[config.mk]
export PLATFORM = sky130hd
export DESIGN_NAME = uart_word_tx
export DESIGN_NICKNAME = d
export VERILOG_FILES = /design/src/rtl/uart_pkg.sv /design/src/rtl/uart_baud_tick.sv /design/src/rtl/uart_word_tx.sv
export SDC_FILE = /design/constraint.sdc
export NUM_CORES = 1
export LEC_CHECK = 0
export ABC_AREA = 1
export CAP_MARGIN = 10
export CORE_UTILIZATION = 45
export CTS_CLUSTER_DIAMETER = 150
export DETAILED_ROUTE_END_ITERATION = 8
export PLACE_DENSITY = 0.7
export SKIP_CTS_REPAIR_TIMING = 1
export SYNTH_ARGS = -nofsm -noshare
export SYNTH_HDL_FRONTEND = slang
export SYNTH_SLANG_ARGS = --single-unit
[constraint.sdc]
create_clock -name clk -period 2.2 [get_ports clk]
set_input_delay 0.33 -clock clk [delete_from_list [all_inputs] [get_ports clk]]
set_output_delay 0.33 -clock clk [all_outputs]
set_load 0.05 [all_outputs]
[src/rtl/uart_pkg.sv]
// Shared types and line levels for the word-serializing UART transmitter.
package uart_pkg;

  typedef enum logic [2:0] {IDLE, START, DATA, STOP, GAP} tx_state_e;

  localparam int   FRAME_DATA_BITS = 8;
  localparam logic START_LEVEL     = 1'b0;
  localparam logic STOP_LEVEL      = 1'b1;
  localparam logic IDLE_LEVEL      = 1'b1;

endpackage

[src/rtl/uart_baud_tick.sv]
// Bit-period counter: counts 0..period-1, ticks on the last count, held at 0 by restart.
module uart_baud_tick #(
  parameter int CNT_W = 4
) (
  input  logic             clk,
  input  logic             rst,
  input  logic             restart,
  input  logic [CNT_W-1:0] period,
  output logic             tick
);

  logic [CNT_W-1:0] cnt;

  assign tick = (cnt == period - CNT_W'(1));

  always_ff @(posedge clk or negedge rst) begin
    if (!rst)                cnt <= '0;
    else if (restart || tick) cnt <= '0;
    else                     cnt <= cnt + CNT_W'(1);
  end

endmodule

[src/rtl/uart_word_tx.sv]
// Sends a captured multi-byte word as back-to-back 8N1 frames with optional idle gap per byte.
module uart_word_tx
  import uart_pkg::*;
#(
  parameter int CLKS_PER_BIT   = 16,
  parameter int NUM_BYTES      = 8,
  parameter int GAP_BITS       = 0,
  parameter int MSB_BYTE_FIRST = 0
) (
  input  logic                                              clk,
  input  logic                                              rst,
  input  logic                                              transmit,
  input  logic [8*NUM_BYTES-1:0]                            tx_word,
  output logic                                              tx,
  output logic                                              is_transmitting,
  output logic                                              tx_done,
  output logic [((NUM_BYTES > 1) ? $clog2(NUM_BYTES) : 1)-1:0] byte_index
);

  localparam int W     = 8 * NUM_BYTES;
  localparam int IDX_W = (NUM_BYTES > 1) ? $clog2(NUM_BYTES) : 1;
  // The counter must also hold a plain bit period when no gap is configured.
  localparam int PMAX  = ((GAP_BITS > 0) ? GAP_BITS : 1) * CLKS_PER_BIT;
  localparam int CNT_W = $clog2(PMAX + 1);

  localparam logic [CNT_W-1:0] BIT_P    = CNT_W'(CLKS_PER_BIT);
  localparam logic [CNT_W-1:0] GAP_P    = CNT_W'(GAP_BITS * CLKS_PER_BIT);
  localparam logic [IDX_W-1:0] LAST_IDX = IDX_W'(NUM_BYTES - 1);
  localparam logic [2:0]       LAST_BIT = 3'(FRAME_DATA_BITS - 1);

  tx_state_e        state, state_n;
  logic [W-1:0]     shreg, shreg_n;
  logic [2:0]       bit_q, bit_n;
  logic [IDX_W-1:0] idx_q, idx_n;
  logic             tx_n, busy_n, done_n;
  logic             tick, byte_end;
  logic [7:0]       cur_byte;

  uart_baud_tick #(.CNT_W(CNT_W)) u_baud (
    .clk     (clk),
    .rst     (rst),
    .restart (state == IDLE),
    .period  ((state == GAP) ? GAP_P : BIT_P),
    .tick    (tick)
  );

  always_comb begin
    state_n  = state;
    shreg_n  = shreg;
    bit_n    = bit_q;
    idx_n    = idx_q;
    busy_n   = is_transmitting;
    done_n   = 1'b0;
    byte_end = 1'b0;
    unique case (state)
      IDLE: if (transmit) begin
        state_n = START;
        shreg_n = tx_word;
        idx_n   = '0;
        busy_n  = 1'b1;
      end
      START: if (tick) begin
        state_n = DATA;
        bit_n   = '0;
      end
      DATA: if (tick) begin
        if (bit_q == LAST_BIT) state_n = STOP;
        else                   bit_n   = bit_q + 3'd1;
      end
      STOP: if (tick) begin
        if (GAP_BITS > 0) state_n  = GAP;
        else              byte_end = 1'b1;
      end
      GAP: if (tick) byte_end = 1'b1;
      default: state_n = IDLE;
    endcase

    if (byte_end) begin
      if (idx_q == LAST_IDX) begin
        state_n = IDLE;
        busy_n  = 1'b0;
        done_n  = 1'b1;
      end else begin
        state_n = START;
        idx_n   = idx_q + IDX_W'(1);
        shreg_n = (MSB_BYTE_FIRST != 0) ? (shreg << 8) : (shreg >> 8);
      end
    end

    // tx is registered from the next state so the line never glitches.
    cur_byte = (MSB_BYTE_FIRST != 0) ? shreg_n[W-1 -: 8] : shreg_n[7:0];
    case (state_n)
      IDLE:    tx_n = IDLE_LEVEL;
      START:   tx_n = START_LEVEL;
      DATA:    tx_n = cur_byte[bit_n];
      default: tx_n = STOP_LEVEL;
    endcase
  end

  always_ff @(posedge clk or negedge rst) begin
    if (!rst) begin
      state           <= IDLE;
      shreg           <= '0;
      bit_q           <= '0;
      idx_q           <= '0;
      tx              <= IDLE_LEVEL;
      is_transmitting <= 1'b0;
      tx_done         <= 1'b0;
    end else begin
      state           <= state_n;
      shreg           <= shreg_n;
      bit_q           <= bit_n;
      idx_q           <= idx_n;
      tx              <= tx_n;
      is_transmitting <= busy_n;
      tx_done         <= done_n;
    end
  end

  assign byte_index = idx_q;

endmodule

==> qor.csv, run 1 <==
stage;metric;value;unit
cells_and_area;Area Growth Syn to Fin;24.4;%
pwr;worst vdd ir;0.330;mV
logic_synthesis;Synth top area share;49.0;%
setup_path;Cell Chain, Critical Path;ha_1 > nand2_1 > nor2_2 > nand2_1 > nor2_4 > nand2_2 > nor2_2 > inv_2 > buf_4 > nor2_1 > a31oi_1;
global_routing;antenna violations before repair;0;
die;Initial Util;46.6;%
setup_path;CP Launch Point;u_baud.cnt[0];
sta;measured slew at the worst slew-check pin;515;ps
sta;Max Slew Vio Count;0;
clock_network;CTS max path bufs;2;
setup_path;CP endpoint kind;register;
clock_network;clk root buf;clkbuf_8;
min_path;Hold Crit Start;u_baud.cnt[0];
global_routing;vias in the first global route;3458;
sta;max_slew headroom;65.7;%
cells_and_area;Final nets;665;
run_status;outcome;completed;
sta;Final Setup Violations;0;
sta;clock skew;4.48;ps
place;pre-CTS setup slack;161;ps
cells_and_area;n_diodes;0;
place;# port buffers;72;
die;core area;0.00876;sq mm
drt;residual DRC count;0;
setup_path;CP Launch Type;register;
logic_synthesis;post-synth net total;597;
clock_network;CTS clk-pin slew, worst paths;80;ps
die;I/O pin count;73;
place;Cell Area, Placed;0.00488;sq mm
die;Horiz. Die Dim;97.3;um
setup_path;CP max-delay cell;dfrtp_1;
job;# Max-Cap Violations;0;
drt;vias per cell;5.11;
die;FP Rows;34;
sta;Final period util;90.4;%
cells_and_area;fill count;824;
clock_network;H-tree levels;3;
cells_and_area;fraction of layout cells with a size suffix above 1;7.01;%
setup_path;critical path type;register to register;
place;routability cong.;0.817;
pwr;LEAKAGE;2.37;nW
sta;final hold vios;0;
sta;Max Freq;0.503;GHz
min_path;Hold Crit Class;register to register;
die;die area;0.00946;sq mm
setup_path;CP max stage delay;390;ps
setup_path;crit path DAT;2200;ps
clock_network;CTS tree;yes;
pwr;Pwr per Cell Area;533;mW/mm^2
global_routing;GRT Residual Overflow;0;
cells_and_area;Final Instance Area;0.00508;sq mm
logic_synthesis;area leader, netlist;dfrtp_1;
sta;worst hold slack;491;ps
sta;Final WS setup;211;ps
logic_synthesis;Synth Area per Inst;7.76;sq um
place;DPL Wire Length;6810;um
setup_path;Reg-to-Reg Start;u_baud.cnt[0];
global_routing;GRT Util Overall;20.8;%
setup_path;CP required;2410;ps
setup_path;Critical Path Fanout Max;28;
global_routing;first-pass GRT wire length;15900;um
logic_synthesis;synth unique cells;28;
drt;remaining antenna violation count;0;
cells_and_area;most common cell after layout, fill and taps aside;nand2_1;
drt;Total Routed Length;9370;um
sta;RSZ-0062 raised after global routing;false;
drt;routed wire length per instance;13.3;um
logic_synthesis;synth top area cells;dfrtp_1, nand2_1, a31oi_1;
clock_network;Worst-Skew Late Latency;340;ps
logic_synthesis;Post-Synthesis Cell Area;0.00408;sq mm
sta;fin crit period;1990;ps
drt;via count;3612;
drt;DR pass1 iterations;4;
die;die height;97.3;um
logic_synthesis;Mapped Cells;526;
logic_synthesis;Synth Register Bits;81;
logic_synthesis;Seq/Total Area, Yosys;49.7;%
clock_network;Num CTS Buffers;9;
setup_path;R2R Setup Slk;210;ps
clock_network;clock sinks;81;
global_routing;largest net degree at the start of global routing;63;
cells_and_area;most frequent cells in the layout;nand2_1, dfrtp_1, clkdlybuf4s50_1, nor2_1, a31oi_1;
sta;setup_tns;0;ps
drt;Detailed Route Iter0 Violations;192;
logic_synthesis;Synth Warn #;0;
metrics by stage:
step | instances | power [mW] | utilization [%]
finish | 707 | 2.71 | 58.0
global route | 707 | 2.81 | 58.0
CTS | 706 | 2.74 | 57.9
detailed placement | 690 | 1.68 | 55.7
global placement | 690 | 1.68 | 55.7
floorplan | 526 | 1.52 | -
cell usage after synthesis, drive strengths merged:
master,count
nand2,196
dfrtp,80
nor2,62
a31oi,45
inv,41
nand3,28
buf,19
o21ai,12
nand4,10
a21oi,9
clkbuf,9
and2,4
ha,4
nor3b,2
xor2,2
a21boi,1
clkinv,1
dfstp,1
where the power goes:
group / leakage [nW] / switching, mW / total, mW / internal (mW)
clock network: 0.0933 / 0.536 / 1.06 / 0.524
registers: 0.847 / 0 / 1.49 / 1.49
logic: 1.43 / 0.0555 / 0.164 / 0.108
total: 2.37 / 0.591 / 2.71 / 2.12
critical path, delay by kind of cell (launching register included):
| family | cells | cell delay, ps |
|---|---|---|
| simple gates | 7 | 930 |
| flops | 1 | 390 |
| buf+inv | 2 | 290 |
| fa+ha+maj | 1 | 190 |
| compound gates | 1 | 60 |
layer usage:
metal | GRT usage (%) | share of wire [%] | vias to the layer above
li1 | - | - | 1830
met1 | 27.4 | 45 | 1664
met2 | 34.6 | 48 | 101
met3 | 3.53 | 4.4 | 17
met4 | 8.03 | 2.4 | 0
met5 | 0 | 0 | -
cells by family (layout without fill, tap and decap cells):
kind of cell	count (synthesis)	after routing	share of synthesized area (%)
flip-flops	81	81	49.7
XOR/XNOR	2	2	0.429
buffers and inverters	70	143	8.00
adder cells (fa/ha/maj)	4	4	1.23
AND/OR/NAND/NOR	302	302	30.9
AO/OA/AOI/OAI	67	67	9.80
final cells by class:
class | instances | area (sq um) | area share [%]
well taps | 108 | 135 | 2.66
flip-flops and latches | 81 | 2030 | 39.9
clock inverters | 5 | 56.3 | 1.11
inverters | 42 | 158 | 3.10
repair buffers | 85 | 843 | 16.6
multi-input cells | 375 | 1730 | 34.0
clock buffers | 11 | 131 | 2.59
registers in the layout, summed over array words and instances, names as in the netlist:
name	flops
u_baud.cnt	5
is_transmitting	1
tx	1
byte_index	3
tx_done	1
state	3
bit_q	3
shreg	64
path summary, 6_finish.rpt:
path,to,cells after the start
max in group asynchronous,bit_q[0],3
hold reg to reg,u_baud.cnt[0],1
setup reg to reg,shreg[18],11
hold / removal,u_baud.cnt[0],1
setup / recovery,shreg[18],11
min in group asynchronous,shreg[12],2
(Power assumes the default switching activity.)
==> run 2, diff against run 1 <==
clock period = 2.39 ns   (was 2.2 ns; I/O delays follow)
==> run 2 against run 1 <==
The run now ends with hold timing left; power decreased by 2.0%; routed wire length increased by 1.6%; worst setup slack better by 61 ps; combinational power is 10% lower; sequential power is 8% lower; clock skew up 5.5 ps; largest cell class unchanged; maximum frequency shrank 6.1%; global-route usage rose by 0.45 points; sequential cell count did not move.
==> qor.csv, run 2 (synthesized netlist as in run 1, its figures left out) <==
stage;metric;value;unit;change
run_status;failing checks;hold timing;;
setup_path;Cell Chain, Critical Path;nor2_4 > nand3_1 > nand2_1 > nor2_4 > nand2_2 > nor2_2 > inv_2 > buf_12 > nor2_1 > a31oi_1;;
die;core area;0.00876;sq mm;unchanged
clock_network;CTS max path bufs;2;;unchanged
pwr;Pwr per Cell Area;519;mW/mm^2;-2.6%
drt;Detailed Route Iter0 Violations;145;;-24%
place;# port buffers;72;;unchanged
sta;final hold vios;1;;+1
setup_path;CP required;2660;ps;+250 ps
setup_path;CP Launch Type;register;;
die;Horiz. Die Dim;97.3;um;unchanged
setup_path;CP max stage delay;430;ps;+40 ps
drt;DR pass1 iterations;4;;unchanged
setup_path;CP max-delay cell;dfrtp_1;;
pwr;Clock Power Share;43.0;%;+3.9 points
cells_and_area;n_diodes;0;;unchanged
setup_path;most used cell, CP;nor2_4;;
cells_and_area;Top reg by flops;shreg;;
setup_path;Critical Path Fanout Max;57;;+100%
global_routing;antenna violations before repair;0;;unchanged
cells_and_area;Final nets;663;;-0.30%
pwr;register share of total power;51.5;%;-3.4 points
clock_network;Worst-Skew Late Latency;360;ps;+20 ps
sta;Final Setup Violations;0;;unchanged
min_path;Hold Crit Class;input port to asynchronous set/reset pin;;
sta;worst hold slack;-1.91;ps;-493 ps
setup_path;worst path bufs/invs;2;;unchanged
clock_network;clock sinks;81;;unchanged
global_routing;largest net degree at the start of global routing;58;;-7.9%
sta;Max Slew Vio Count;0;;unchanged
drt;top layer in use;met4;;
clock_network;CTS clk-pin slew, worst paths;80;ps;about the same
sta;clock skew;9.99;ps;+5.51 ps
sta;fin crit period;2120;ps;+129 ps
clock_network;Num CTS Buffers;9;;unchanged
global_routing;GRT Util Overall;21.3;%;+0.45 points
place;DPL Wire Length;6730;um;-1.1%
place;routability cong.;0.915;;+12%
cells_and_area;Largest regs;shreg (64), u_baud.cnt (5);;
sta;measured slew at the worst slew-check pin;587;ps;+72.4 ps
pwr;Switching Share;21.5;%;-0.32 points
cells_and_area;Area Growth Syn to Fin;25.2;%;
die;die height;97.3;um;unchanged
drt;vias per cell;5.14;;+0.67%
pwr;LEAKAGE;2.38;nW;+0.53%
drt;routed wire length per instance;13.5;um;+1.9%
pwr;worst vdd ir;0.225;mV;-32%
cells_and_area;fraction of layout cells with a size suffix above 1;7.20;%;+0.19 points
cells_and_area;max reg flops;64;;unchanged
setup_path;crit path DAT;2390;ps;+190 ps
global_routing;first-pass GRT wire length;16300;um;+2.8%
drt;remaining antenna violation count;0;;unchanged
pwr;switching pwr;0.571;mW;-3.4%
drt;routed wl met2;4610;um;+2.9%
drt;met3 WL post-DR;427;um;+3.4%
drt;residual DRC count;0;;unchanged
clock_network;H-tree levels;3;;unchanged
sta;Final period util;88.6;%;-1.8 points
global_routing;GRT Residual Overflow;0;;unchanged
global_routing;vias in the first global route;3494;;+1.0%
setup_path;CP endpoint kind;register;;
drt;via count;3626;;+0.39%
die;die area;0.00946;sq mm;unchanged
clock_network;CTS tree;yes;;
die;FP Rows;34;;unchanged
setup_path;critical path type;register to register;;
sta;RSZ-0062 raised after global routing;false;;
die;I/O pin count;73;;unchanged
clock_network;clk root buf;clkbuf_8;;
die;Initial Util;46.6;%;unchanged
cells_and_area;most frequent cells in the layout;nand2_1, dfrtp_1, clkdlybuf4s50_1, nor2_1, a31oi_1;;
job;# Max-Cap Violations;0;;unchanged
cells_and_area;most common cell after layout, fill and taps aside;nand2_1;;
sta;max_slew headroom;60.9;%;-4.8 points
pwr;Comb pwr share;5.5;%;-0.5 points
sta;setup_tns;0;ps;unchanged
sta;Max Freq;0.472;GHz;-6.1%
pwr;Pint;2.09;mW;-1.6%
drt;sum of routed wire segments on met1;4310;um;+1.5%
run_status;outcome;finished, violations left;;
drt;Total Routed Length;9520;um;+1.6%
setup_path;cell family with most CP delay;simple AND/OR/NAND/NOR gates;;
[run 2: cell count changes in the layout (fill, tap and decap cells not counted)]
cell / previous run / this run
buf_4: 11 / 9
clkbuf_1: 2 / 0
buf_12: 2 / 3
bufinv_16: 1 / 2
clkbuf_8: 9 / 10
clkinv_2: 2 / 1
clkinv_4: 1 / 0
clkinvlp_4: 1 / 2
dlygate4sd3_1: 1 / 0
inv_6: 0 / 1
[run 2: per-stage QoR]
stage / utilization (%) / setup slack (ps) / cell area [sq um] / instances / power (mW)
final: 58.4 / 272 / 5110 / 705 / 2.66
after global routing: 58.4 / 69.8 / 5110 / 705 / 2.74
after CTS: 58.4 / 268 / 5110 / 705 / 2.67
after detailed placement: 55.8 / 298 / 4890 / 689 / 1.55
after global placement: 55.8 / 361 / 4890 / 689 / 1.55
after floorplan: - / 407 / 4080 / 526 / 1.40
[run 2: worst register-to-register path, stage by stage (launching register included)]
cell and delay, ps:
dfrtp_1 430, nor2_4 320, nand3_1 180, nand2_1 140
nor2_4 60, nand2_2 230, nor2_2 70, inv_2 120
buf_12 240, nor2_1 100, a31oi_1 150
[run 2: power by group through the flow]
| stage | sequential, mW | clock [mW] | combinational [mW] |
|---|---|---|---|
| 6_report | 1.37 | 1.14 | 0.147 |
| 5_1_grt | 1.37 | 1.21 | 0.160 |
| 4_1_cts | 1.37 | 1.15 | 0.151 |
| 3_5_place_dp | 1.40 | 0 | 0.150 |
| 3_3_place_gp | 1.40 | 0 | 0.150 |
| 2_1_floorplan | 1.40 | 0 | 0.00469 |
[run 2: per-layer routing]
metal	track usage (%)	vias to the layer above
li1	-	1820
met1	28.4	1711
met2	35.1	83
met3	3.81	12
met4	7.24	0
met5	0	-
[run 2: path summary, 6_finish.rpt]
kind	startpoint	endpoint	slack, ps	cells after the start
max in group asynchronous	rst	tx	1750	2
worst max register to register	state[0]	shreg[18]	270	10
min in group clk	u_baud.cnt[0]	u_baud.cnt[0]	470	1
worst max-delay path	state[0]	shreg[18]	270	10
worst min-delay path	rst	shreg[19]	-2	1
worst min register to register	u_baud.cnt[0]	u_baud.cnt[0]	470	1
[run 2: cell type report]
cell class / instances / area [sq um]
Clock inverter: 6 / 88.8
Clock buffer: 10 / 138
Tap cell: 108 / 135
Sequential cell: 81 / 2030
Fill cell: 829 / 3650
Multi-Input combinational cell: 375 / 1730
Timing Repair Buffer: 83 / 838
Inverter: 42 / 158
